**config.mk**
```make
export PLATFORM = sky130hd
export DESIGN_NAME = rf_wport_arbiter
export DESIGN_NICKNAME = d
export VERILOG_FILES = /design/src/rtl/rf_wport_arbiter.sv
export SDC_FILE = /design/constraint.sdc
export NUM_CORES = 1
export LEC_CHECK = 0
export BUFFER_PORTS_ARGS = -buffer_cell sky130_fd_sc_hd__buf_2
export CORE_MARGIN = 3
export CORE_UTILIZATION = 45
export CTS_CLUSTER_DIAMETER = 30
export DETAILED_ROUTE_END_ITERATION = 8
export PLACE_DENSITY = 0.8
export SYNTH_ARGS = -nofsm -noshare
export SYNTH_HDL_FRONTEND = slang
export SYNTH_SLANG_ARGS = --single-unit
```
**constraint.sdc**
```tcl
create_clock -name clk -period 2.2 [get_ports clk]
set_input_delay 0.22 -clock clk [delete_from_list [all_inputs] [get_ports clk]]
set_output_delay 0.22 -clock clk [all_outputs]
set_load 0.05 [all_outputs]
```
**src/rtl/rf_wport_arbiter.sv**
```systemverilog
// Register-file write-port arbiter: WB stage vs. queued long-latency results.
// LL results drain into free WB slots; starvation and WAW ordering force a drain.
module rf_wport_arbiter #(
    parameter int DEPTH      = 2,
    parameter int STARVE_MAX = 4
) (
    input  logic        clk,
    input  logic        resetn,
    input  logic        ws_rf_we,
    input  logic [4:0]  ws_rf_waddr,
    input  logic [31:0] ws_rf_wdata,
    output logic        ws_stall,
    input  logic        ll_valid,
    output logic        ll_ready,
    input  logic [4:0]  ll_waddr,
    input  logic [31:0] ll_wdata,
    output logic        rf_we,
    output logic [4:0]  rf_waddr,
    output logic [31:0] rf_wdata,
    output logic        rf_src,
    input  logic [4:0]  ds_query_addr,
    output logic        ds_query_pend
);

    localparam int PW = (DEPTH > 1) ? $clog2(DEPTH) : 1;
    localparam int CW = PW + 1;
    localparam int SW = $clog2(STARVE_MAX + 1);

    logic [4:0]       ent_addr [DEPTH];
    logic [31:0]      ent_data [DEPTH];
    logic [DEPTH-1:0] ent_vld;
    logic [PW-1:0]    wr_ptr;
    logic [PW-1:0]    rd_ptr;
    logic [CW-1:0]    count;
    logic [SW-1:0]    starve_cnt;

    logic empty;
    logic full;
    logic waw_hit;
    logic query_hit;
    logic starved;
    logic fifo_go;
    logic push;
    logic pop;
    logic grant_we;

    assign empty   = (count == '0);
    assign full    = (count == CW'(DEPTH));
    assign starved = (starve_cnt == SW'(STARVE_MAX));

    // Ordering and decode-query lookups only consider live entries.
    always_comb begin
        waw_hit   = 1'b0;
        query_hit = 1'b0;
        for (int i = 0; i < DEPTH; i++) begin
            if (ent_vld[i] && (ent_addr[i] == ws_rf_waddr) && ws_rf_we)
                waw_hit = 1'b1;
            if (ent_vld[i] && (ent_addr[i] == ds_query_addr) && (ds_query_addr != 5'd0))
                query_hit = 1'b1;
        end
    end

    assign fifo_go = !empty && (!ws_rf_we || starved || waw_hit);
    assign pop     = fifo_go;
    assign push    = ll_valid && ll_ready;

    always_comb begin
        rf_src   = 1'b0;
        rf_waddr = ws_rf_waddr;
        rf_wdata = ws_rf_wdata;
        grant_we = ws_rf_we;
        if (fifo_go) begin
            rf_src   = 1'b1;
            rf_waddr = ent_addr[rd_ptr];
            rf_wdata = ent_data[rd_ptr];
            grant_we = 1'b1;
        end
    end

    // Outputs are held quiet while reset is asserted, independent of the clock.
    assign rf_we         = resetn && grant_we && (rf_waddr != 5'd0);
    assign ws_stall      = resetn && fifo_go && ws_rf_we;
    assign ll_ready      = resetn && !full;
    assign ds_query_pend = resetn && query_hit;

    always_ff @(posedge clk or negedge resetn) begin
        if (!resetn) begin
            wr_ptr  <= '0;
            rd_ptr  <= '0;
            ent_vld <= '0;
            for (int i = 0; i < DEPTH; i++) begin
                ent_addr[i] <= '0;
                ent_data[i] <= '0;
            end
        end else begin
            // A push never targets the head slot being popped: push needs !full, pop needs !empty.
            if (push) begin
                ent_addr[wr_ptr] <= ll_waddr;
                ent_data[wr_ptr] <= ll_wdata;
                ent_vld[wr_ptr]  <= 1'b1;
                wr_ptr           <= wr_ptr + 1'b1;
            end
            if (pop) begin
                ent_vld[rd_ptr] <= 1'b0;
                rd_ptr          <= rd_ptr + 1'b1;
            end
        end
    end

    always_ff @(posedge clk or negedge resetn) begin
        if (!resetn) begin
            count <= '0;
        end else begin
            case ({push, pop})
                2'b10:   count <= count + 1'b1;
                2'b01:   count <= count - 1'b1;
                default: count <= count;
            endcase
        end
    end

    always_ff @(posedge clk or negedge resetn) begin
        if (!resetn) begin
            starve_cnt <= '0;
        end else if (pop || empty) begin
            starve_cnt <= '0;
        end else if (!starved) begin
            starve_cnt <= starve_cnt + 1'b1;
        end
    end

endmodule

```
After elaboration in Yosys (flattened, before gate mapping)
Index checks and enable logic that the tools add are counted.

word-level totals
  register bits after elaboration = 83
  input port bits = 83
  word-level logic and storage cells = 93

operators by class
  add/sub/neg operators = 5
  order comparisons = 7
  eq/ne operators = 9
  multiplexer cells = 29
  bitwise logic cells = 5
  reductions and logical operators = 29

operators with widths
  kind                   count
  $mux W32               5
  $bwmux W64             1
  $demux W32 S1          1
  $mux W5                5
  $eq A5 B5 Y1           4
  $logic_and A1 B1 Y1    19
  $bwmux W10             1
  $reduce_bool A5 Y1     2
  $mux W1                8
  $mux W3                2
  $demux W5 S1           1
  $eq A2 B2 Y1 const B   2
  $ge A2 B2 Y1 const B   2
  $lt A1 B2 Y1 const B   2
  $mux W2                2
  $not A1 Y2             2
  $pmux W2 S2            1
  $add A3 B1 Y3 const B  1
  $eq A3 B3 Y1 const B   1
  $logic_not A1 Y1       3
  $logic_or A1 B1 Y1     3
  $add A1 B1 Y1 const B  2
  $add A2 B1 Y2 const B  1
  $and A2 B2 Y2          1
  other kinds (10)       12

Depth between registers and ports, before layout
Gate-level depths: netlist of run 1.

  depth in word-level cells = 10
  depth in mapped cells = 11

Least setup slack after synthesis of run 1
Ideal clock, no wire load.

  kind = register -> output
  start = reg ent_addr[6] (netlist bit)
  end = out rf_we
  arrival time = 2388 ps
  data required time = 1980 ps
  slack = -408 ps
  stages on the path, launching flop included = 7
  cell sequence = dfrtp_1 > xor2_1 > nor4_2 > nand3_1 > a21oi_4 > buf_6 > mux2i_1

between the ends
  longest elaborated chain between the ends = 10
  elaborated cells on any way between the ends = 15

RTL lines
  what                                                       RTL line  text
  from (decl)                                                29        logic [4:0] ent_addr [DEPTH];
  from (signal, indexed assignment)                          98        ent_addr[wr_ptr] <= ll_waddr;
  $eq A5 B5 Y1                                               56        if (ent_vld[i] && (ent_addr[i] == ws_rf_waddr) && ws_rf_we)
  $logic_and A1 B1 Y1 (2 in series)                          56
  $mux W1 (2 in series)                                      56
  $logic_or A1 B1 Y1                                         63        assign fifo_go = !empty && (!ws_rf_we || starved || waw_hit);
  $logic_and A1 B1 Y1                                        63
  $mux W5 or $mux W1 (tied branches)                         72        if (fifo_go) begin
  $reduce_bool A5 Y1 or $logic_and A1 B1 Y1 (tied branches)  81        assign rf_we = resetn && grant_we && (rf_waddr != 5'd0);
  $logic_and A1 B1 Y1 (*)                                    81
  to (decl)                                                  17        output logic rf_we,

Mark *: on every way between the ends. The rest lies on a longest branch, timed or not. The select of a mux whose other input is x is not followed.

Worst setup path after layout of run 1
  start = reg ent_addr[2] (netlist bit)
  end = out rf_wdata[15]

between the ends
  longest elaborated chain between the ends = 7

RTL lines
  what                               RTL line  text
  $eq A5 B5 Y1                       56
  $logic_and A1 B1 Y1 (2 in series)  56
  $mux W1                            56
  $logic_or A1 B1 Y1                 63
  $logic_and A1 B1 Y1                63
  $mux W32                           72
  to (decl)                          19        output logic [31:0] rf_wdata,

Every way passes these cells.

==> results of run 1 <==
-- flip-flops by register name (all words and copies together), names as in the netlist --
signal      flops
wr_ptr          1
ent_addr       10
ent_data       64
rd_ptr          1
ent_vld         2
starve_cnt      3
count           2
-- per-layer routing --
layer  part of all wire (%)  vias to the layer above  GRT usage (%)
met4                    1.4                        0           4.90
met3                    5.9                       12           5.63
met2                     50                       94           32.6
met5                      0                        -              0
li1                       -                     1456              -
met1                     42                     1561           24.3
-- cell families (layout without fill, tap and decap cells) --
family          Yosys count  count (layout)  share of synthesized area [%]
xor+xnor                 25              25                           4.88
mux                     149             149                           39.7
simple gates             29              29                           3.63
flops                    83              83                           46.3
compound gates           10              10                           1.79
fa+ha+maj                 3               3                          0.837
buf+inv                  21             180                           2.82
-- cell usage after synthesis (2+ instances only) --
library cell / n / area, sq um
ha_1: 3 / 37.5
nor3_1: 4 / 20.0
mux2_2: 116 / 1310
nand2_1: 6 / 22.5
nand3_1: 4 / 20.0
clkbuf_1: 5 / 18.8
a21oi_1: 2 / 10.0
or4_1: 2 / 15.0
dfrtp_1: 83 / 2080
buf_1: 3 / 11.3
o311ai_0: 2 / 17.5
buf_2: 2 / 10.0
mux2_4: 28 / 420
buf_6: 6 / 67.6
xnor2_1: 8 / 70.1
xor2_1: 17 / 149
nor2_1: 4 / 15.0
nor4_1: 3 / 18.8
mux2_1: 4 / 45.0
a31oi_1: 2 / 12.5
inv_1: 5 / 18.8
-- power groups by stage --
stage	Combinational, uW	Clock (uW)	Sequential (uW)
6_report	5900	1100	2760
5_1_grt	6220	1210	2860
4_1_cts	5840	1140	2750
3_5_place_dp	5030	0	2780
3_3_place_gp	4930	0	2710
2_1_floorplan	4000	0	2650
-- through the flow --
step           utilization (%)  setup WS, ns
2_1_floorplan                -      -0.00550
3_3_place_gp              57.0       -0.0370
3_5_place_dp              57.0        -0.103
4_1_cts                   64.0        -0.420
5_1_grt                   64.5        -0.537
6_report                  64.5        -0.437
-- worst max-delay path: stages (launching register included) --
cell and delay, ns:
dfrtp_1 0.42, xor2_2 0.18, nor4_4 0.34, a31oi_4 0.14
a21oi_4 0.17, buf_12 0.14, buf_12 0.11, buf_16 0.12
mux2_4 0.30, buf_6 0.15
-- cell type report --
type                            count  area (sq um)
Inverter                            5          18.8
Fill cell                         730          3360
Multi-Input combinational cell    216          2370
Timing Repair Buffer              159          1270
Sequential cell                    83          2080
Clock buffer                       11           141
Tap cell                          129           161
Clock inverter                      5          62.6
-- timing repair --
item / in CTS / in global routing
pin swaps: 2 / 1
gates resized for setup: 89 / 10
endpoints found under the setup margin: 41 / 43
buffers inserted: 7 / 0
cloned: 2 / 0
hold buffers: 2 / 0
endpoints found under the hold margin: 33 / 0
-- final timing paths --
| kind | end | slack, ns | depth (start not counted) | startpoint |
|---|---|---|---|---|
| max reg2reg | count[1] | -0.19 | 13 | ent_addr[3] |
| min | ent_data[4] | 0.12 | 2 | ll_wdata[4] |
| min reg2reg | starve_cnt[0] | 0.47 | 1 | starve_cnt[0] |
| min in group asynchronous | ent_data[16] | 0.55 | 4 | resetn |
| max in group asynchronous | ent_data[52] | 1.22 | 3 | resetn |
| max | rf_wdata[15] | -0.44 | 9 | ent_addr[2] |
==> summary.txt, run 1 <==
STA
  – Max Fclk: roughly 0.38 GHz
  – Fin crit share: 120%
  – Final Skew: 0.0120 ns
  – Final slew viol count: 0
  – Setup_tns: -15.41 ns
  – Crit path time final: 2.64 ns
  – RSZ-0062 raised after global routing: true
  – Worst slew pin tran: about 0.66 ns
  – Setup violators final: 42
  – Final Hold Vio Count: 0
  – Rel. slew slack: between 50 and 60%
  – Final worst setup slack: -0.437 ns
  – Fin Hold WS: around 0.12 ns

Synth
  – Syn avg cell area: 14.0 sq um
  – Yosys reg bits: 83
  – Ys async rst share: 100%
  – Synth cell types: 32
  – Synth Flop Type: dfrtp_1
  – Cell Area, Synth: 4480 sq um
  – Yosys warning count: 0
  – Syn_nets: 406
  – Synthesized netlist cell count: 320
  – Post-synth EDFFs: 0
  – Register area share after synthesis: a little under half

Floorplan
  – Initial core utilization: 47.4%
  – I/O pin count: 125
  – Core box area: 9460 sq um
  – Die W: 106 microns
  – Die Area: about 11000 sq um
  – Row count: 35
  – DIE HEIGHT: 106 microns

Detailed routing
  – Antenna viol nets, final: 0
  – DR WL/cell: 17.2 microns
  – DR vias: 3123
  – WL final: approximately 10 mm
  – DR pass1 iterations: 4
  – DRC Markers: 0
  – DR iter-0 viols: between 70 and 80
  – Vias/cell: approximately 5.1

Run status
  – Status: finished, violations left
  – Failing checks: setup timing

Run
  – Max-cap violations: 0

Worst setup path
  – CP Data Arrival Time: 2.42 ns
  – CP Max Fanout: 5
  – CP Class: register to output pin
  – CP Data Required Time: a little under 2 ns
  – Crit start category: register
  – Crit. End Element: output pin

Global routing
  – Largest net degree at the start of global routing: 51
  – Global-route wire length before repair: 17.2 mm
  – Number of global-route vias before repair: ~3400
  – Antenna violations before repair: 0
  – GRT Overall Usage: about a fifth
  – Total grt overflow: 0

Pwr
  – Power per cell area: 1600 nW/um^2
  – VDD IR max: 0.00103 V
  – Int Power: just under 6000 uW
  – Clock share of power: 11.3%
  – Total power: 9760 uW
  – Reg power frac: 28.2%
  – Switching power: 3920 uW
  – Combinational Power Share: roughly 60%
  – Lkg Pwr: 0.00284 uW
  – Sw Ratio: 40.1%

Clock network
  – CTS tree: done
  – Clk slew on worst S/H paths: 0.09 ns
  – CTS Buf Count: 9
  – Root Buffer: clkbuf_8
  – H-tree depth: 3
  – Longest Clk Path Bufs: 2
  – Clock Latency Late Sink: 0.34 ns
  – # clock sinks: between 80 and 90

Cells and area
  – Ant diodes: 0
  – Layout cells sized above 1: 69.9%
  – Commonest non-fill, non-tap cell in the layout: mux2_2
  – Layout Nets: 560
  – Fin area: 6100 sq um
  – Area Growth Syn to Fin: 36.0%
  – Finished Layout Cells: 608
  – Most frequent cells in the layout: mux2_2 (116), dfrtp_1 (82), buf_2 (82)

Placed design
  – Placed insts: 581
  – HPWL after DPL: between 7 and 8 mm
  – Placed cell areas: 5390 sq um
  – PortBufs: 124
  – GPL Wtd Cong: 0.863

Min path
  – Worst hold path type: input port to register
(Power assumes the default switching activity.)
==> run 2, diff against run 1 <==
--- a/config.mk
+++ b/config.mk
@@ -11,6 +11,7 @@
 export CTS_CLUSTER_DIAMETER = 30
 export DETAILED_ROUTE_END_ITERATION = 8
 export PLACE_DENSITY = 0.8
+export SETUP_SLACK_MARGIN = 0.05
 export SYNTH_ARGS = -nofsm -noshare
 export SYNTH_HDL_FRONTEND = slang
 export SYNTH_SLANG_ARGS = --single-unit
==> summary.txt, run 2 (synthesis gave the netlist of run 1 again) <==
Placed design
  – Placed insts: a little under 600
  – GPL Wtd Cong: around 0.86
  – HPWL after DPL: 7.10 mm
  – DP Worst Slack: -0.103 ns
  – PortBufs: 124

Worst setup path
  – Crit. End Element: output pin
  – CP Max Fanout: 5
  – CP Class: register to output pin
  – CP Data Required Time: about 2.0 ns
  – Worst Reg-to-Reg Cells: 13
  – CP Data Arrival Time: 2.42 ns
  – Crit start category: register

Cells and area
  – Most frequent cells in the layout: mux2_2 (116), dfrtp_1 (82), buf_2 (82)
  – Largest Register: ent_data
  – Layout cells sized above 1: 70.1%
  – Layout Nets: 560
  – Ant diodes: 0
  – Top flop regs: ent_data x64, ent_addr x10, starve_cnt x3
  – Area Growth Syn to Fin: 36.2%
  – Largest register FFs: 64
  – Finished Layout Cells: 608
  – Commonest non-fill, non-tap cell in the layout: mux2_2

Pwr
  – Power per cell area: 1600 nW/um^2
  – Lkg Pwr: 0.00285 uW
  – VDD IR max: 0.00103 V

Global routing
  – Total grt overflow: 0
  – Global-route wire length before repair: 17.2 mm
  – GRT Overall Usage: 19.3%
  – Largest net degree at the start of global routing: 51
  – Number of global-route vias before repair: 3423
  – Antenna violations before repair: 0

STA
  – Fin Hold WS: 0.116 ns
  – Fin crit share: 120%
  – RSZ-0062 raised after global routing: true
  – Final Skew: 0.0119 ns
  – Final worst setup slack: -0.437 ns
  – Final slew viol count: 0
  – Crit path time final: roughly 2.6 ns
  – Worst slew pin tran: about 0.66 ns
  – Max Fclk: 0.379 GHz
  – Final Hold Vio Count: 0
  – Setup_tns: -15.38 ns
  – Setup violators final: between 40 and 50
  – Rel. slew slack: 56.3%

Floorplan
  – Die Area: 11200 sq um
  – DIE HEIGHT: about 110 microns
  – Initial core utilization: 47.4%
  – Core box area: 9460 sq um
  – I/O pin count: approximately 130
  – Row count: 35
  – Die W: 106 microns

Detailed routing
  – DR iter-0 viols: 71
  – DR vias: 3137
  – DRC Markers: 0
  – WL final: 10.5 mm
  – Vias/cell: roughly 5.2
  – DR WL/cell: 17.2 microns
  – Antenna viol nets, final: 0
  – DR pass1 iterations: 4

Run
  – Max-cap violations: 0

Clock network
  – Clock Latency Late Sink: 0.34 ns
  – CTS tree: done
  – Clk slew on worst S/H paths: 0.09 ns
  – H-tree depth: 3
  – CTS Buf Count: 9
  – # clock sinks: 83
  – Longest Clk Path Bufs: 2
  – Root Buffer: clkbuf_8

Run status
  – Status: finished, violations left
  – Failing checks: setup timing

Min path
  – Worst hold path type: input port to register
  – Worst hold path stage count: 2
==> run 2: cell types whose count changed in the layout (fill, tap and decap cells not counted) <==
cell,previous run,this run
buf_4,28,27
a21oi_2,0,1
buf_6,38,39
a21oi_1,2,1
==> run 2: metal layers <==
layer | GRT usage, % | share of wire, %
met3 | 5.63 | 6.0
met5 | 0 | 0
met2 | 32.6 | 50
met4 | 4.90 | 1.3
met1 | 24.3 | 42
==> run 2: metrics by stage <==
stage	utilization, %	total power, uW	instance area [sq um]
after detailed placement	57.0	7810	5390
after global placement	57.0	7640	5390
after CTS	64.0	9730	6050
after floorplan	-	6650	4500
final	64.6	9770	6110
after global routing	64.6	10300	6110
==> run 2: power breakdown <==
group	switching (uW)	internal, uW
Sequential	463	2290
Clock	548	560
Combinational	2910	2990
==> run 2: area by class of cell <==
type / count / area, sq um
Clock buffer: 11 / 141
Multi-Input combinational cell: 216 / 2370
Clock inverter: 5 / 62.6
Inverter: 5 / 18.8
Tap cell: 129 / 161
Fill cell: 730 / 3350
Sequential cell: 83 / 2080
Timing Repair Buffer: 159 / 1270
==> run 2: critical path, stage by stage, from the launching register on <==
cell and delay, ns:
dfrtp_1 0.42, xor2_2 0.17, nor4_4 0.34, a31oi_4 0.14
a21oi_4 0.16, buf_12 0.14, buf_12 0.11, buf_16 0.12
mux2_4 0.30, buf_6 0.15
==> run 2: worst paths after layout <==
| kind | startpoint | to | slack (ns) |
|---|---|---|---|
| worst max-delay path | ent_addr[2] | rf_wdata[15] | -0.44 |
| worst min-delay path | ll_wdata[4] | ent_data[4] | 0.12 |
| worst max register to register | ent_addr[3] | count[1] | -0.19 |
| worst min register to register | starve_cnt[0] | starve_cnt[0] | 0.48 |
| max in group asynchronous | resetn | ent_data[52] | 1.22 |
| min in group asynchronous | resetn | ent_data[16] | 0.55 |
==> run 2: repair_timing <==
action / in CTS / in global routing
pin swaps: 2 / 3
resized for setup: 89 / 12
gates cloned: 2 / 0
buffers inserted: 7 / 0
endpoints found under the setup margin: 41 / 43
endpoints found under the hold margin: 33 / 0
hold buffers: 2 / 0
==> run 3, diff against run 2 <==
--- a/config.mk
+++ b/config.mk
@@ -5,8 +5,8 @@
 export SDC_FILE = /design/constraint.sdc
 export NUM_CORES = 1
 export LEC_CHECK = 0
+export ABC_AREA = 1
 export BUFFER_PORTS_ARGS = -buffer_cell sky130_fd_sc_hd__buf_2
-export CORE_MARGIN = 3
 export CORE_UTILIZATION = 45
 export CTS_CLUSTER_DIAMETER = 30
 export DETAILED_ROUTE_END_ITERATION = 8
==> summary.txt, run 3 <==
Cells and area
  – Storage element area: roughly 2100 sq um
  – Ant diodes: 0
  – Most frequent cells in the layout: nand2_1 (230), dfrtp_1 (83), buf_2 (83)
  – Largest Register: ent_data
  – Final Util: 64.8%
  – Commonest non-fill, non-tap cell in the layout: nand2_1
  – Layout Nets: 790
  – Area Growth Syn to Fin: 37.5%
  – Layout cells sized above 1: 34.8%
  – Fin area: 6100 sq um
  – Top flop regs: ent_data x64, ent_addr x10, starve_cnt x3
  – Largest register FFs: 64
  – Number of fill cells in the layout: around 790
  – Multi-input gate area: approximately 2100 sq um

Worst setup path
  – Most used cell along the critical path: nand2_1
  – CP Data Arrival Time: 2.14 ns
  – Worst Path Buf+Inv: 4
  – Slowest stage cell, crit path: dfrtp_1
  – Crit. End Element: output pin
  – Max incr delay on CP: slightly above 0.4 ns
  – Crit path max-delay family: simple AND/OR/NAND/NOR gates
  – CP Data Required Time: 1.98 ns
  – CP Class: register to output pin
  – Worst path cell trace: inv_2, nand2_1, nand2_1, nor2_2, nand3_2, nand3_4, nand2_8, nor2_4, buf_12, clkbuf_16, nand2_4, o211ai_2, buf_6
  – CP Max Fanout: 6
  – Crit start category: register

Pwr
  – Sw Ratio: 46.9%
  – Lkg Pwr: about 0.0032 uW
  – Reg power frac: 28.6%
  – Int Power: approximately 5000 uW
  – VDD IR max: 0.00101 V
  – Combinational Power Share: 58.5%
  – Clock share of power: 12.9%
  – Total power: 9370 uW
  – Power per cell area: 1530 nW/um^2
  – Switching power: approximately 4400 uW

Detailed routing
  – DR pass1 iterations: 5
  – Antenna viol nets, final: 0
  – DRC Markers: 0
  – Vias/cell: 5.05
  – WL final: between 10 and 15 mm
  – DR iter-0 viols: 187
  – DR WL/cell: 14.9 microns
  – DR vias: approximately 4200

Global routing
  – Antenna violations before repair: 0
  – Number of global-route vias before repair: 4030
  – Total grt overflow: 0
  – Global-route wire length before repair: 18.9 mm
  – GRT Overall Usage: a little under a quarter
  – Largest net degree at the start of global routing: between 80 and 90

STA
  – Max Fclk: 0.424 GHz
  – Crit path time final: 2.36 ns
  – Worst slew pin tran: 1.06 ns
  – Final slew viol count: 0
  – Final worst setup slack: -0.161 ns
  – Fin crit share: 107%
  – Final Skew: 0.00903 ns
  – RSZ-0062 raised after global routing: true
  – Setup violators final: 36
  – Final Hold Vio Count: 0
  – Rel. slew slack: 29.2%

Floorplan
  – DIE HEIGHT: 101 microns
  – Row count: 35
  – Initial core utilization: 47.1%
  – Die W: 101 microns
  – Die Area: roughly 10000 sq um
  – I/O pin count: between 100 and 150
  – Core box area: between 9000 and 10000 sq um

Synth
  – Yosys reg bits: 83
  – Synthesized netlist cell count: 559
  – Syn_nets: 645
  – Most frequent cells after synthesis: nand2_1 (245), dfrtp_1 (83), inv_1 (58)
  – Syn avg cell area: just under 8 sq um
  – Yosys top cell area share: between 40% and 50%
  – Synth Flop Type: dfrtp_1
  – Register area share after synthesis: 46.8%
  – Top cells by area, synth: dfrtp_1 (47%), nand2_1 (21%), o211ai_2 (7.9%)
  – Synth cell types: 32
  – Post-synth EDFFs: 0
  – Dominant cell type by area after synthesis: dfrtp_1
  – Most numerous cell in the Yosys netlist: nand2_1
  – Cell Area, Synth: 4440 sq um
  – Ys async rst share: 100%
  – Yosys warning count: 0

Clock network
  – Clock Latency Late Sink: roughly 0.34 ns
  – CTS tree: done
  – Longest Clk Path Bufs: 2
  – CTS Buf Count: 9
  – # clock sinks: 83
  – H-tree depth: 3
  – Clk slew on worst S/H paths: 0.09 ns
  – Root Buffer: clkbuf_8

Placed design
  – HPWL after DPL: 8.05 mm
  – PortBufs: roughly 120
  – Placed cell areas: around 5200 sq um
  – GPL Wtd Cong: 0.846

Min path
  – Worst hold path type: input port to register

Run
  – Max-cap violations: 0

Run status
  – Status: finished, violations left
  – Failing checks: setup timing
==> run 3: cell count changes after synthesis, sizes merged, moves of 5 or more <==
cell and change:
buf +10, inv +57, mux2 -148, nand2 +240, nand3 +5, nor2 +14, o211ai +32, o21ai +53
xor2 -15
==> run 3: cells by family after synthesis <==
| family | after synthesis | synth area share [%] |
|---|---|---|
| simple gates | 279 | 25.0 |
| compound gates | 99 | 16.7 |
| buf+inv | 89 | 9.47 |
| flops | 83 | 46.8 |
| xor+xnor | 6 | 1.18 |
| fa+ha+maj | 3 | 0.846 |
==> run 3: path summary, 6_finish.rpt <==
path,start,end,slack [ns],cells after the start
min in group asynchronous,resetn,ent_addr[6],0.20,2
worst max register to register,ent_addr[2],count[1],0.34,12
worst min register to register,ent_data[19],ent_data[19],0.49,2
worst max-delay path,ent_addr[2],rf_wdata[6],-0.16,13
worst min-delay path,ll_wdata[0],ent_data[0],0.08,3
max in group asynchronous,resetn,ent_addr[7],0.78,3
==> run 3: worst reg2reg max path, delay by kind of cell (launching register included) <==
| family | cells | cell delay [ns] |
|---|---|---|
| buffers and inverters | 2 | 0.14 |
| adder cells (fa/ha/maj) | 1 | 0.24 |
| AO/OA/AOI/OAI | 2 | 0.22 |
| AND/OR/NAND/NOR | 6 | 0.60 |
| flip-flops | 1 | 0.41 |
| XOR/XNOR | 1 | 0.14 |
==> run 3: layout make-up <==
class,instances,area share (%)
timing repair buffer,159,21.2
multi-input combinational,388,34.5
clock inverter,4,1.25
clock buffer,10,2.26
sequential,83,34.0
inverter,63,4.10
tap,129,2.64
==> run 3: metal layers <==
layer | track usage, % | wire length, microns
met1 | 29.3 | 5240
met2 | 43.0 | 6310
met3 | 5.38 | 767
met4 | 6.02 | 147
met5 | 0 | 0
==> run 3: stage by stage <==
stage	setup slack, ns	instances	hold slack, ns	setup TNS [ns]
finish	-0.161	836	0.0781	-4.76
CTS	-0.210	819	0.0547	-5.54
global route	-0.308	836	0.0678	-9.98
global placement	0.0980	799	0.0156	0
floorplan	0.0392	559	-0.0756	0
detailed placement	0.0424	799	0.0150	0
==> run 3: repair_timing <==
action / in CTS / in global routing
resized for setup: 76 / 56
gates cloned: 1 / 4
buffers inserted: 4 / 14
pin swaps: 5 / 19
hold buffers: 1 / 0
endpoints found under the hold margin: 1 / 0
endpoints found under the setup margin: 39 / 66
==> run 3: power groups by stage <==
stage | Clock [uW] | Sequential, uW | Combinational, uW
after floorplan | 0 | 2530 | 3380
after global placement | 0 | 2630 | 4250
after detailed placement | 0 | 2670 | 4340
after CTS | 1240 | 2640 | 4890
after global routing | 1290 | 2750 | 5900
final | 1210 | 2670 | 5480
